$ cat config.mk
export PLATFORM = sky130hd
export DESIGN_NAME = jamma_joy_scanner
export DESIGN_NICKNAME = d
export VERILOG_FILES = /design/src/rtl/jamma_joy_scanner.sv
export SDC_FILE = /design/constraint.sdc
export NUM_CORES = 1
export LEC_CHECK = 0
export ABC_CLOCK_PERIOD_IN_PS = 3950
export CAP_MARGIN = 20
export CORE_MARGIN = 4
export CORE_UTILIZATION = 55
export DETAILED_ROUTE_END_ITERATION = 16
export GPL_TIMING_DRIVEN = 1
export PLACE_DENSITY = 0.9
export SETUP_SLACK_MARGIN = 0.2
export SLEW_MARGIN = 30
export SYNTH_ARGS = -nofsm -noshare
export SYNTH_HDL_FRONTEND = slang
export SYNTH_SLANG_ARGS = --single-unit
$ cat constraint.sdc
create_clock -name CLK -period 3.95 [get_ports CLK]
set_clock_uncertainty 0.15 [all_clocks]
set_input_delay 0.79 -clock CLK [delete_from_list [all_inputs] [get_ports CLK]]
set_output_delay 0.79 -clock CLK [all_outputs]
set_load 0.005 [all_outputs]
$ cat src/rtl/jamma_joy_scanner.sv
// Two-bank JAMMA joystick scanner: bank select, settle, single-cycle sample, per-channel debounce.
// Optional macro JOY_MERGE_DB9_EN merges the local DB9 JOYSTICK input into the bank-1 sample.
module jamma_joy_scanner #(
    parameter int SETTLE_CYCLES    = 8,
    parameter int DEBOUNCE_SAMPLES = 4
) (
    input  logic       CLK,
    input  logic       RESET,
    input  logic       hold,
    input  logic [7:0] JJOY,
    input  logic [1:0] JCOIN,
    input  logic [5:0] JOYSTICK,
    output logic       JSELECT,
    output logic [7:0] joystick1,
    output logic [7:0] joystick2,
    output logic [1:0] coin,
    output logic       scan_done
);

    localparam int               CNT_W       = $clog2(SETTLE_CYCLES + 1);
    localparam logic [CNT_W-1:0] SETTLE_LAST = CNT_W'(SETTLE_CYCLES - 1);
    localparam logic [3:0]       DB_TARGET   = 4'(DEBOUNCE_SAMPLES);

    typedef enum logic [1:0] {
        SEL1_SETTLE = 2'd0,
        SEL1_SAMPLE = 2'd1,
        SEL2_SETTLE = 2'd2,
        SEL2_SAMPLE = 2'd3
    } state_t;

    state_t           r_state;
    state_t           w_state_nxt;
    logic [CNT_W-1:0] r_settle_cnt;
    logic             r_jselect;
    logic             r_scan_done;
    logic [7:0]       r_joy1;
    logic [7:0]       r_joy2;
    logic [1:0]       r_coin;

    logic [7:0]       r_jjoy_s1;
    logic [7:0]       r_jjoy_s2;
    logic [1:0]       r_jcoin_s1;
    logic [1:0]       r_jcoin_s2;

    logic [7:0]       r_b1_prev;
    logic [7:0]       r_b2_prev;
    logic [1:0]       r_coin_prev;
    logic [3:0]       r_b1_cnt;
    logic [3:0]       r_b2_cnt;
    logic [3:0]       r_coin_cnt;

    logic             w_settle_done;
    logic             w_take_b1;
    logic             w_take_b2;
    logic             w_jselect_nxt;
    logic [7:0]       w_bank1_sample;
    logic [3:0]       w_b1_cnt_nxt;
    logic [3:0]       w_b2_cnt_nxt;
    logic [3:0]       w_coin_cnt_nxt;

    // Run length of identical samples, saturating at the debounce target.
    function automatic logic [3:0] db_next_cnt(input logic same, input logic [3:0] cnt);
        logic [3:0] nxt;
        if (!same) begin
            nxt = 4'd1;
        end else if (cnt >= DB_TARGET) begin
            nxt = DB_TARGET;
        end else begin
            nxt = cnt + 4'd1;
        end
        return nxt;
    endfunction

    // Two-flop synchronizers for the asynchronous pin inputs.
    always_ff @(posedge CLK or posedge RESET) begin
        if (RESET) begin
            r_jjoy_s1  <= 8'hFF;
            r_jjoy_s2  <= 8'hFF;
            r_jcoin_s1 <= 2'b11;
            r_jcoin_s2 <= 2'b11;
        end else begin
            r_jjoy_s1  <= JJOY;
            r_jjoy_s2  <= r_jjoy_s1;
            r_jcoin_s1 <= JCOIN;
            r_jcoin_s2 <= r_jcoin_s1;
        end
    end

`ifdef JOY_MERGE_DB9_EN
    logic [5:0] r_db9_s1;
    logic [5:0] r_db9_s2;

    // DB9 synchronizer; a low bit from either source asserts the bank-1 bit.
    always_ff @(posedge CLK or posedge RESET) begin
        if (RESET) begin
            r_db9_s1 <= 6'h3F;
            r_db9_s2 <= 6'h3F;
        end else begin
            r_db9_s1 <= JOYSTICK;
            r_db9_s2 <= r_db9_s1;
        end
    end

    assign w_bank1_sample = r_jjoy_s2 & {2'b11, r_db9_s2};
`else
    logic w_unused_joystick;
    assign w_unused_joystick = &JOYSTICK;
    assign w_bank1_sample    = r_jjoy_s2;
`endif

    assign w_settle_done  = (r_settle_cnt == SETTLE_LAST);
    assign w_b1_cnt_nxt   = db_next_cnt(w_bank1_sample == r_b1_prev, r_b1_cnt);
    assign w_b2_cnt_nxt   = db_next_cnt(r_jjoy_s2 == r_b2_prev, r_b2_cnt);
    assign w_coin_cnt_nxt = db_next_cnt(r_jcoin_s2 == r_coin_prev, r_coin_cnt);

    // FSM state register.
    always_ff @(posedge CLK or posedge RESET) begin
        if (RESET) begin
            r_state <= SEL1_SETTLE;
        end else begin
            r_state <= w_state_nxt;
        end
    end

    // FSM next-state logic; hold pins the current state.
    always_comb begin
        w_state_nxt = r_state;
        if (hold) begin
            w_state_nxt = r_state;
        end else begin
            case (r_state)
                SEL1_SETTLE: w_state_nxt = w_settle_done ? SEL1_SAMPLE : SEL1_SETTLE;
                SEL1_SAMPLE: w_state_nxt = SEL2_SETTLE;
                SEL2_SETTLE: w_state_nxt = w_settle_done ? SEL2_SAMPLE : SEL2_SETTLE;
                SEL2_SAMPLE: w_state_nxt = SEL1_SETTLE;
                default:     w_state_nxt = SEL1_SETTLE;
            endcase
        end
    end

    // FSM output decode: sample strobes and the bank select for the next state.
    always_comb begin
        w_take_b1     = 1'b0;
        w_take_b2     = 1'b0;
        w_jselect_nxt = 1'b0;
        case (r_state)
            SEL1_SAMPLE: w_take_b1 = !hold;
            SEL2_SAMPLE: w_take_b2 = !hold;
            default:     w_take_b1 = 1'b0;
        endcase
        case (w_state_nxt)
            SEL2_SETTLE: w_jselect_nxt = 1'b1;
            SEL2_SAMPLE: w_jselect_nxt = 1'b1;
            default:     w_jselect_nxt = 1'b0;
        endcase
    end

    // Settle counter restarts on every state change and freezes under hold.
    always_ff @(posedge CLK or posedge RESET) begin
        if (RESET) begin
            r_settle_cnt <= '0;
        end else if (hold) begin
            r_settle_cnt <= r_settle_cnt;
        end else if (w_state_nxt != r_state) begin
            r_settle_cnt <= '0;
        end else begin
            r_settle_cnt <= r_settle_cnt + CNT_W'(1);
        end
    end

    // Registered bank select and end-of-scan pulse.
    always_ff @(posedge CLK or posedge RESET) begin
        if (RESET) begin
            r_jselect   <= 1'b0;
            r_scan_done <= 1'b0;
        end else begin
            r_jselect   <= w_jselect_nxt;
            r_scan_done <= w_take_b2;
        end
    end

    // Bank-1 debounce.
    always_ff @(posedge CLK or posedge RESET) begin
        if (RESET) begin
            r_b1_prev <= 8'hFF;
            r_b1_cnt  <= 4'd0;
            r_joy1    <= 8'hFF;
        end else if (w_take_b1) begin
            r_b1_prev <= w_bank1_sample;
            r_b1_cnt  <= w_b1_cnt_nxt;
            if (w_b1_cnt_nxt == DB_TARGET) begin
                r_joy1 <= w_bank1_sample;
            end else begin
                r_joy1 <= r_joy1;
            end
        end else begin
            r_b1_prev <= r_b1_prev;
            r_b1_cnt  <= r_b1_cnt;
            r_joy1    <= r_joy1;
        end
    end

    // Bank-2 and coin debounce share the SEL2 sample strobe.
    always_ff @(posedge CLK or posedge RESET) begin
        if (RESET) begin
            r_b2_prev   <= 8'hFF;
            r_b2_cnt    <= 4'd0;
            r_joy2      <= 8'hFF;
            r_coin_prev <= 2'b11;
            r_coin_cnt  <= 4'd0;
            r_coin      <= 2'b11;
        end else if (w_take_b2) begin
            r_b2_prev   <= r_jjoy_s2;
            r_b2_cnt    <= w_b2_cnt_nxt;
            r_coin_prev <= r_jcoin_s2;
            r_coin_cnt  <= w_coin_cnt_nxt;
            if (w_b2_cnt_nxt == DB_TARGET) begin
                r_joy2 <= r_jjoy_s2;
            end else begin
                r_joy2 <= r_joy2;
            end
            if (w_coin_cnt_nxt == DB_TARGET) begin
                r_coin <= r_jcoin_s2;
            end else begin
                r_coin <= r_coin;
            end
        end else begin
            r_b2_prev   <= r_b2_prev;
            r_b2_cnt    <= r_b2_cnt;
            r_joy2      <= r_joy2;
            r_coin_prev <= r_coin_prev;
            r_coin_cnt  <= r_coin_cnt;
            r_coin      <= r_coin;
        end
    end

    assign JSELECT   = r_jselect;
    assign joystick1 = r_joy1;
    assign joystick2 = r_joy2;
    assign coin      = r_coin;
    assign scan_done = r_scan_done;

endmodule

## Word level (Yosys, flattened, before mapping)

Cells that the tools add are included.

| storage, ports and cells | value |
|---|---|
| register bits | 76 |
| bits of input ports | 19 |
| output and inout bits | 20 |
| word-level logic and storage cells | 57 |

| cells by class | value |
|---|---|
| add/subtract/negate cells | 4 |
| magnitude comparators | 3 |
| equality and inequality tests | 13 |
| mux-type cells | 14 |
| reductions and logical operators | 6 |

Operators by type and width:

| cell | number |
|---|---|
| $mux 4 | 7 |
| $add 4x1->4 const B | 4 |
| $eq 4x3->1 const B | 4 |
| $eq 8x8->1 | 2 |
| $ge 4x3->1 const B | 3 |
| $eq 2x2->1 const B | 4 |
| $pmux 2 s4 | 1 |
| $reduce_and 2->1 | 3 |
| $mux 1 | 5 |
| $eq 2x1->1 const B | 1 |
| $eq 2x2->1 | 1 |
| $logic_not 2->1 | 1 |
| $mux 2 | 1 |
| $ne 2x2->1 | 1 |
| $reduce_or 2->1 | 1 |
| $logic_not 1->1 | 1 |

## Depth between registers and ports, before layout

Gate-level depths: netlist of run 1.

| logic depth | value |
|---|---|
| word-level depth | 7 |
| gate-level depth with buffers | 7 |
| depth with buffers taken out | 6 |

## Worst setup path before layout of run 1

Ideal clock, no wire load.

| timing | value |
|---|---|
| path kind | in2reg |
| start point | input port hold |
| end point | register r_b2_cnt[1] |
| setup time | 121 ps |
| arrival time | 1669 ps |
| data required time | 3679 ps |
| slack | 2010 ps |
| stages | 5 |
| buffers on the path | 1 |
| path through | nand2b_1 clkbuf_1 inv_1 and3_1 a22o_1 |

| between the ends | value |
|---|---|
| word-level cells in the longest chain between the ends | 2 |

RTL lines:

| element | line | source |
|---|---|---|
| start, declared | 9 | `input logic hold,` |
| $logic_not 1->1 | 148 | `SEL2_SAMPLE: w_take_b2 = !hold;` |
| $mux 1 | 146 | `case (r_state)` |
| end signal, assigned | 214 | `r_b2_cnt <= w_b2_cnt_nxt;` |
| end signal, assigned | 229 | `r_b2_cnt <= r_b2_cnt;` |
| end, declared | 49 | `logic [3:0] r_b2_cnt;` |

Every way passes these cells.
A chain may end at the register's enable or synchronous reset.

## Worst setup path after layout of run 1

| timing | value |
|---|---|
| start point | input port hold |
| end point | register r_joy1[2] (netlist: joystick1[2]) |

| between the ends | value |
|---|---|
| word-level cells in the longest chain between the ends | 3 |

RTL lines:

| element | line | source |
|---|---|---|
| $logic_not 1->1 | 147 | `SEL1_SAMPLE: w_take_b1 = !hold;` |
| $mux 1 | 146 |  |
| $reduce_and 2->1 (no line) | -- |  |
| end signal, assigned | 192 | `r_joy1 <= w_bank1_sample;` |
| end signal, assigned | 194 | `r_joy1 <= r_joy1;` |
| end signal, assigned | 199 | `r_joy1 <= r_joy1;` |
| end, declared | 36 | `logic [7:0] r_joy1;` |

Every way passes these cells.

==> results.json, run 1 <==
{
  "status": "complete, no violations",
  "crit_chain": "clkdlybuf4s50_1 -> nand2b_1 -> a21oi_1 -> nand3_4 -> mux2_4",
  "cts_setup_buffers": 0,
  "num-nets-final": 326,
  "grt_pass1_vias": 2116,
  "fp.dieW_um": 84.6,
  "yosysUniqueCellTypes": 35,
  "drc": 0,
  "path_class": "in -> reg",
  "gr-total-overflow": 0,
  "antenna_found_initial": 0,
  "setup_tns_ns": 0,
  "cts_buffers": 9,
  "ctsHoldBuffers": 0,
  "clkSinkCount": 76,
  "yosys.area.top_type": "dfstp_2",
  "avgSynthCellArea_um2": 12.5,
  "drtIter0Drc": 118,
  "place.gp.congestion": 0.804,
  "wire_per_inst_um": 15.6,
  "core.rowCount": 27,
  "area_growth_pct": 21.4,
  "min_period_ns": 2.66,
  "dpl.hpwl_um": 3730,
  "rsz0062_at_grt": "no",
  "routed_wl_um": 5880,
  "worstPathRequired_ns": 4.07,
  "dr.pass1.iters": 4,
  "final_util_pct": 69.9,
  "yosysMostFrequentCell": "nand2_1",
  "clock_latency_ns": 0.35,
  "cts_resized": 0,
  "antenna_left": 0,
  "path_max_fanout": 15,
  "start_util_pct": 57.6,
  "ys_ff_latch": 76,
  "syn_area_um2": 3230,
  "design.die.area_um2": 7160,
  "cts_tree": "yes",
  "route.met2.wl_um": 2900,
  "placed_area_um2": 3650,
  "top_layer_used": "met4",
  "synthTopCellsByCount": "nand2_1 (60), dfstp_2 (56), dfrtp_1 (20)",
  "yosysWarnings": 0,
  "setup_viol": 0,
  "power_uw": 2080,
  "critPathMaxStageDelay_ns": 0.64,
  "worst_slew_pin_slew_ns": 0.790,
  "die_height_um": 84.6,
  "nFillCells": 365,
  "maxSlewHeadroom_pct": 47.2,
  "grt_pass1_wl_um": 9890,
  "postSynth.asyncResetShare_pct": 100,
  "finalCritPeriodShare_pct": 67.4,
  "wl_met1_um": 2520,
  "port_buffers": 32,
  "drive_gt1_share_pct": 34.5,
  "antenna_cells": 0,
  "grt_usage_pct": 17.7,
  "arrival_ns": 2.78,
  "slew_violations": 0,
  "final_cell_area_um2": 3920,
  "synthFlopType": "dfstp_2",
  "drv_cap": 0,
  "cp-start-kind": "primary input",
  "critPathSlowestCell": "clkdlybuf4s50_1",
  "p_leak_uw": 0.00178,
  "cts-htree-levels": 3,
  "syn_nets": 286,
  "hp-class": "reg -> reg",
  "clockRootBuffer": "clkbuf_8",
  "fmax_mhz": 376,
  "grt_max_degree": 40,
  "worstSetupEndpointType": "flop",
  "yosysSeqAreaShare_pct": 61.1,
  "num_vias": 1996,
  "synth_top_area_share_pct": 45.6,
  "synth_edf_count": 0,
  "core_um2": 5610,
  "hold_violations": 0,
  "cts_buffer_depth": 2,
  "power_density_nw_per_um2": 530,
  "wl_met3_um": 221,
  "ios": 39,
  "cts.reportedPaths.clkPinSlew_ns": 0.08,
  "yosys-top-cells-area": "dfstp_2 (46%), dfrtp_1 (15%), mux2_4 (7.4%)",
  "syn_inst": 259,
  "vdd_drop_max_mv": 0.281,
  "via_per_inst": 5.31
}
[metal layers]
layer	up-vias	GRT usage [%]
met4	0	12.4
met2	47	28.6
met5	-	0
met1	990	21.2
li1	937	-
met3	22	3.63
[report_power, final]
group          switching (uW)  internal, uW
sequential               91.5           921
clock                     272           489
combinational             159           146
[logic make-up (layout without fill, tap and decap cells)]
logic type | Yosys count | in the layout | share of synthesized area (%)
AND/OR/NAND/NOR | 107 | 107 | 16.6
flip-flops | 76 | 76 | 61.1
XOR/XNOR | 21 | 21 | 5.70
multiplexers | 20 | 20 | 8.83
AO/OA/AOI/OAI | 17 | 17 | 3.53
buffers and inverters | 10 | 55 | 1.16
adder cells (fa/ha/maj) | 8 | 8 | 3.10
[worst max-delay path: cells and delay by family]
family,cells,cell delay (ns)
AOI/OAI and AO/OA,1,0.31
buffers and inverters,1,0.64
muxes,1,0.36
and+or+nand+nor,2,0.68
[cell type report]
class                   instances  area (um^2)  share of cell area [%]
flip-flops and latches         76         1970                    50.3
multi-input cells             173         1220                    31.1
repair buffers                 35          355                    9.06
clock buffers                  13          179                    4.56
clock inverters                 3         90.1                    2.30
well taps                      72         90.1                    2.30
inverters                       4         15.0                   0.383
[path summary, 6_finish.rpt]
path	startpoint	end	slack, ns	cells after the start
hold / removal	r_jcoin_s1[1]$_DFF_PP1_	r_jcoin_s2[1]$_DFF_PP1_	0.20	0
hold reg to reg	r_jcoin_s1[1]$_DFF_PP1_	r_jcoin_s2[1]$_DFF_PP1_	0.20	0
min in group asynchronous	RESET	r_state[1]$_DFF_PP0_	0.76	2
max in group asynchronous	RESET	r_jjoy_s2[0]$_DFF_PP1_	2.17	3
setup / recovery	hold	joystick1[2]$_DFFE_PP1P_	1.29	5
setup reg to reg	r_state[1]$_DFF_PP0_	joystick1[2]$_DFFE_PP1P_	1.84	6
[metrics by stage]
| step | hold slack (ns) | setup WS (ns) | instances |
|---|---|---|---|
| final | 0.201 | 1.29 | 376 |
| after global routing | 0.210 | 1.14 | 376 |
| after CTS | 0.205 | 1.29 | 376 |
| after detailed placement | 0.197 | 0.920 | 360 |
| after global placement | 0.196 | 0.990 | 360 |
| after floorplan | 0.195 | 1.16 | 259 |
[sequential cells by signal, indices dropped and copies added (netlist names), 4 cells and up]
name and cells:
r_b2_cnt 4, r_b1_prev 8, r_settle_cnt 4, r_coin_cnt 4
joystick2 8, r_jjoy_s2 8, r_b1_cnt 4, r_b2_prev 8
joystick1 8, r_jjoy_s1 8
[placed cells by master, fill, tap and decap left out, types with 2 or more instances in the layout]
cell	instances
ha_1	8
xnor2_1	4
nand3_4	2
a21oi_1	3
nand2b_1	3
nand3_1	2
a31oi_1	2
xor2_1	17
mux2_2	4
nand3b_1	3
buf_4	2
nor2_1	16
nand2_1	60
and2_2	2
or3_1	3
dfstp_2	56
and2_1	4
bufinv_16	3
inv_1	3
clkdlybuf4s50_1	32
mux2_4	16
o21ai_0	5
clkbuf_8	13
nor2b_1	2
nor4_2	4
o22a_1	2
dfrtp_1	20
No activity file was read; power rests on OpenSTA's default activity.
==> run 2: changes to the inputs <==
--- a/config.mk
+++ b/config.mk
@@ -5,13 +5,13 @@
 export SDC_FILE = /design/constraint.sdc
 export NUM_CORES = 1
 export LEC_CHECK = 0
-export ABC_CLOCK_PERIOD_IN_PS = 3950
+export ABC_CLOCK_PERIOD_IN_PS = 2400
 export CAP_MARGIN = 20
 export CORE_MARGIN = 4
-export CORE_UTILIZATION = 55
+export CORE_UTILIZATION = 50
 export DETAILED_ROUTE_END_ITERATION = 16
 export GPL_TIMING_DRIVEN = 1
-export PLACE_DENSITY = 0.9
+export PLACE_DENSITY = 0.87
 export SETUP_SLACK_MARGIN = 0.2
 export SLEW_MARGIN = 30
 export SYNTH_ARGS = -nofsm -noshare
==> constraint.sdc (replaced) <==
create_clock -name CLK -period 2.4 [get_ports CLK]
set_clock_uncertainty 0.15 [all_clocks]
set_input_delay 0.48 -clock CLK [delete_from_list [all_inputs] [get_ports CLK]]
set_output_delay 0.48 -clock CLK [all_outputs]
set_load 0.005 [all_outputs]
==> run 2 against run 1 <==
Effect of this change: global-route usage shrank 2.2 points; hold slack gained 0.0061 ns; clock-buffer cell count shrank 1; setup slack lost 0.90 ns; register-to-register slack lost 1.4 ns; clock power grew 23%; power grew 48%; via count shrank 2.3%; combinational power grew 59%; cell area shrank 0.86%; die area grew 9.0%; highest routed layer unchanged.
==> results.json, run 2 (synthesized netlist as in run 1, its figures left out) <==
{
  "status": "complete, no violations",
  "holdPathStages": 0,
  "ctsHoldBuffers": 0,
  "vdd_drop_max_mv": 0.576,
  "rsz0062_at_grt": "no",
  "cts_resized": 0,
  "drtIter0Drc": 71,
  "final-seq-area_um2": 1970,
  "cts.reportedPaths.clkPinSlew_ns": 0.08,
  "place.gp.congestion": 0.763,
  "layout_commonest_cell": "nand2_1",
  "nFillCells": 510,
  "cpLargestDelayFamily": "flip-flops",
  "ios": 39,
  "grt_pass1_vias": 1944,
  "p_int_uw": 2240,
  "p_leak_uw": 0.00176,
  "fmax_mhz": 498,
  "area_growth_pct": 20.4,
  "arrival_ns": 1.38,
  "dr.pass1.iters": 4,
  "port_buffers": 32,
  "clockRootBuffer": "clkbuf_8",
  "grt_pass1_wl_um": 9160,
  "antenna_found_initial": 0,
  "cts_buffer_depth": 2,
  "cts_buffers": 9,
  "fp.dieW_um": 88.4,
  "worstPathBufferInverterCount": 1,
  "cts_tree": "yes",
  "finalWorstSetupSlack_ns": 0.393,
  "cts_setup_buffers": 0,
  "setup_viol": 0,
  "worstPathRequired_ns": 1.77,
  "crit_chain": "clkdlybuf4s50_1",
  "gr-total-overflow": 0,
  "slew_violations": 0,
  "drv_cap": 0,
  "wire_per_inst_um": 13.7,
  "via_per_inst": 5.08,
  "power_density_nw_per_um2": 792,
  "cts-htree-levels": 3,
  "path_class": "reg -> out",
  "worstSetupEndpointType": "primary output",
  "hp-class": "reg -> reg",
  "min_period_ns": 2.01,
  "antenna_cells": 0,
  "mostFrequentLayoutCells": "nand2_1 (60), dfstp_2 (56), clkdlybuf4s50_1 (32), dfrtp_1 (20), xor2_1 (17)",
  "setup_tns_ns": 0,
  "num_vias": 1950,
  "critPathSlowestCell": "dfstp_2",
  "grt_usage_pct": 15.5,
  "finalCritPeriodShare_pct": 83.6,
  "path_max_fanout": 2,
  "preCtsSetupSlack_ns": 0.174,
  "worst_r2r_path_depth": 4,
  "drc": 0,
  "worst_slew_pin_slew_ns": 0.419,
  "start_util_pct": 51.1,
  "switching_power_uw": 834,
  "p_clk_share_pct": 30.3,
  "clkSinkCount": 76,
  "grt_max_degree": 77,
  "die_height_um": 88.4,
  "cp-start-kind": "flop",
  "multiInputGateArea_um2": 1220,
  "critPathMaxStageDelay_ns": 0.53,
  "drive_gt1_share_pct": 35.2,
  "antenna_left": 0,
  "design.die.area_um2": 7810,
  "core_um2": 6310,
  "power_uw": 3080,
  "dpl.hpwl_um": 3640,
  "core.rowCount": 29,
  "num-nets-final": 330,
  "p_comb_share_pct": 15.8,
  "seqPwrFrac_pct": 53.8,
  "crit_cells": 1,
  "hold_violations": 0,
  "routed_wl_um": 5260,
  "clock_latency_ns": 0.34,
  "switching_share_pct": 27.1,
  "maxSlewHeadroom_pct": 71.8
}
run 2: worst register-to-register path, cell delays in order (launching register included):
cell	delay, ns
dfstp_2	0.61
xor2_1	0.10
nor4_2	0.44
nand3_4	0.26
mux2_4	0.36
run 2: area by class of cell:
type | count | area share, %
clock buffers | 12 | 4.54
clock inverters | 3 | 0.483
inverters | 4 | 0.483
multi-input cells | 173 | 31.4
flip-flops and latches | 76 | 50.7
well taps | 77 | 2.48
repair buffers | 39 | 9.91
run 2: power groups by stage:
| stage | clock [uW] | combinational, uW | sequential, uW |
|---|---|---|---|
| 2_1_floorplan | 0 | 375 | 1640 |
| 6_report | 934 | 487 | 1660 |
| 5_1_grt | 1020 | 563 | 1680 |
| 3_5_place_dp | 0 | 492 | 1680 |
| 4_1_cts | 954 | 495 | 1660 |
| 3_3_place_gp | 0 | 461 | 1660 |
run 2: through the flow:
stage | area [um^2] | cells | hold WS, ns | utilization, %
after global routing | 3890 | 384 | 0.211 | 61.6
final | 3890 | 384 | 0.207 | 61.6
after floorplan | 3230 | 259 | 0.195 | -
after CTS | 3890 | 384 | 0.208 | 61.6
after global placement | 3690 | 369 | 0.196 | 58.5
after detailed placement | 3690 | 369 | 0.197 | 58.5
run 2: worst paths after layout:
kind                       slack, ns                startpoint                  endpoint
setup / recovery                0.39  joystick2[1]$_DFFE_PP1P_              joystick2[1]
hold reg to reg                 0.21   r_jcoin_s1[1]$_DFF_PP1_   r_jcoin_s2[1]$_DFF_PP1_
hold / removal                  0.21   r_jcoin_s1[1]$_DFF_PP1_   r_jcoin_s2[1]$_DFF_PP1_
max in group asynchronous       1.33                     RESET  r_b2_prev[6]$_DFFE_PP1P_
setup reg to reg                0.41    r_jjoy_s2[2]$_DFF_PP1_  joystick1[6]$_DFFE_PP1P_
min in group asynchronous       0.44                     RESET       scan_done$_DFF_PP0_
run 2: routing by layer:
metal  track usage, %  wire length (um)  share of wire (%)
met4             7.42               107                2.0
met5                0                 0                  0
met2             24.9              2510                 48
met1             19.4              2440                 46
met3             4.47               202                3.8
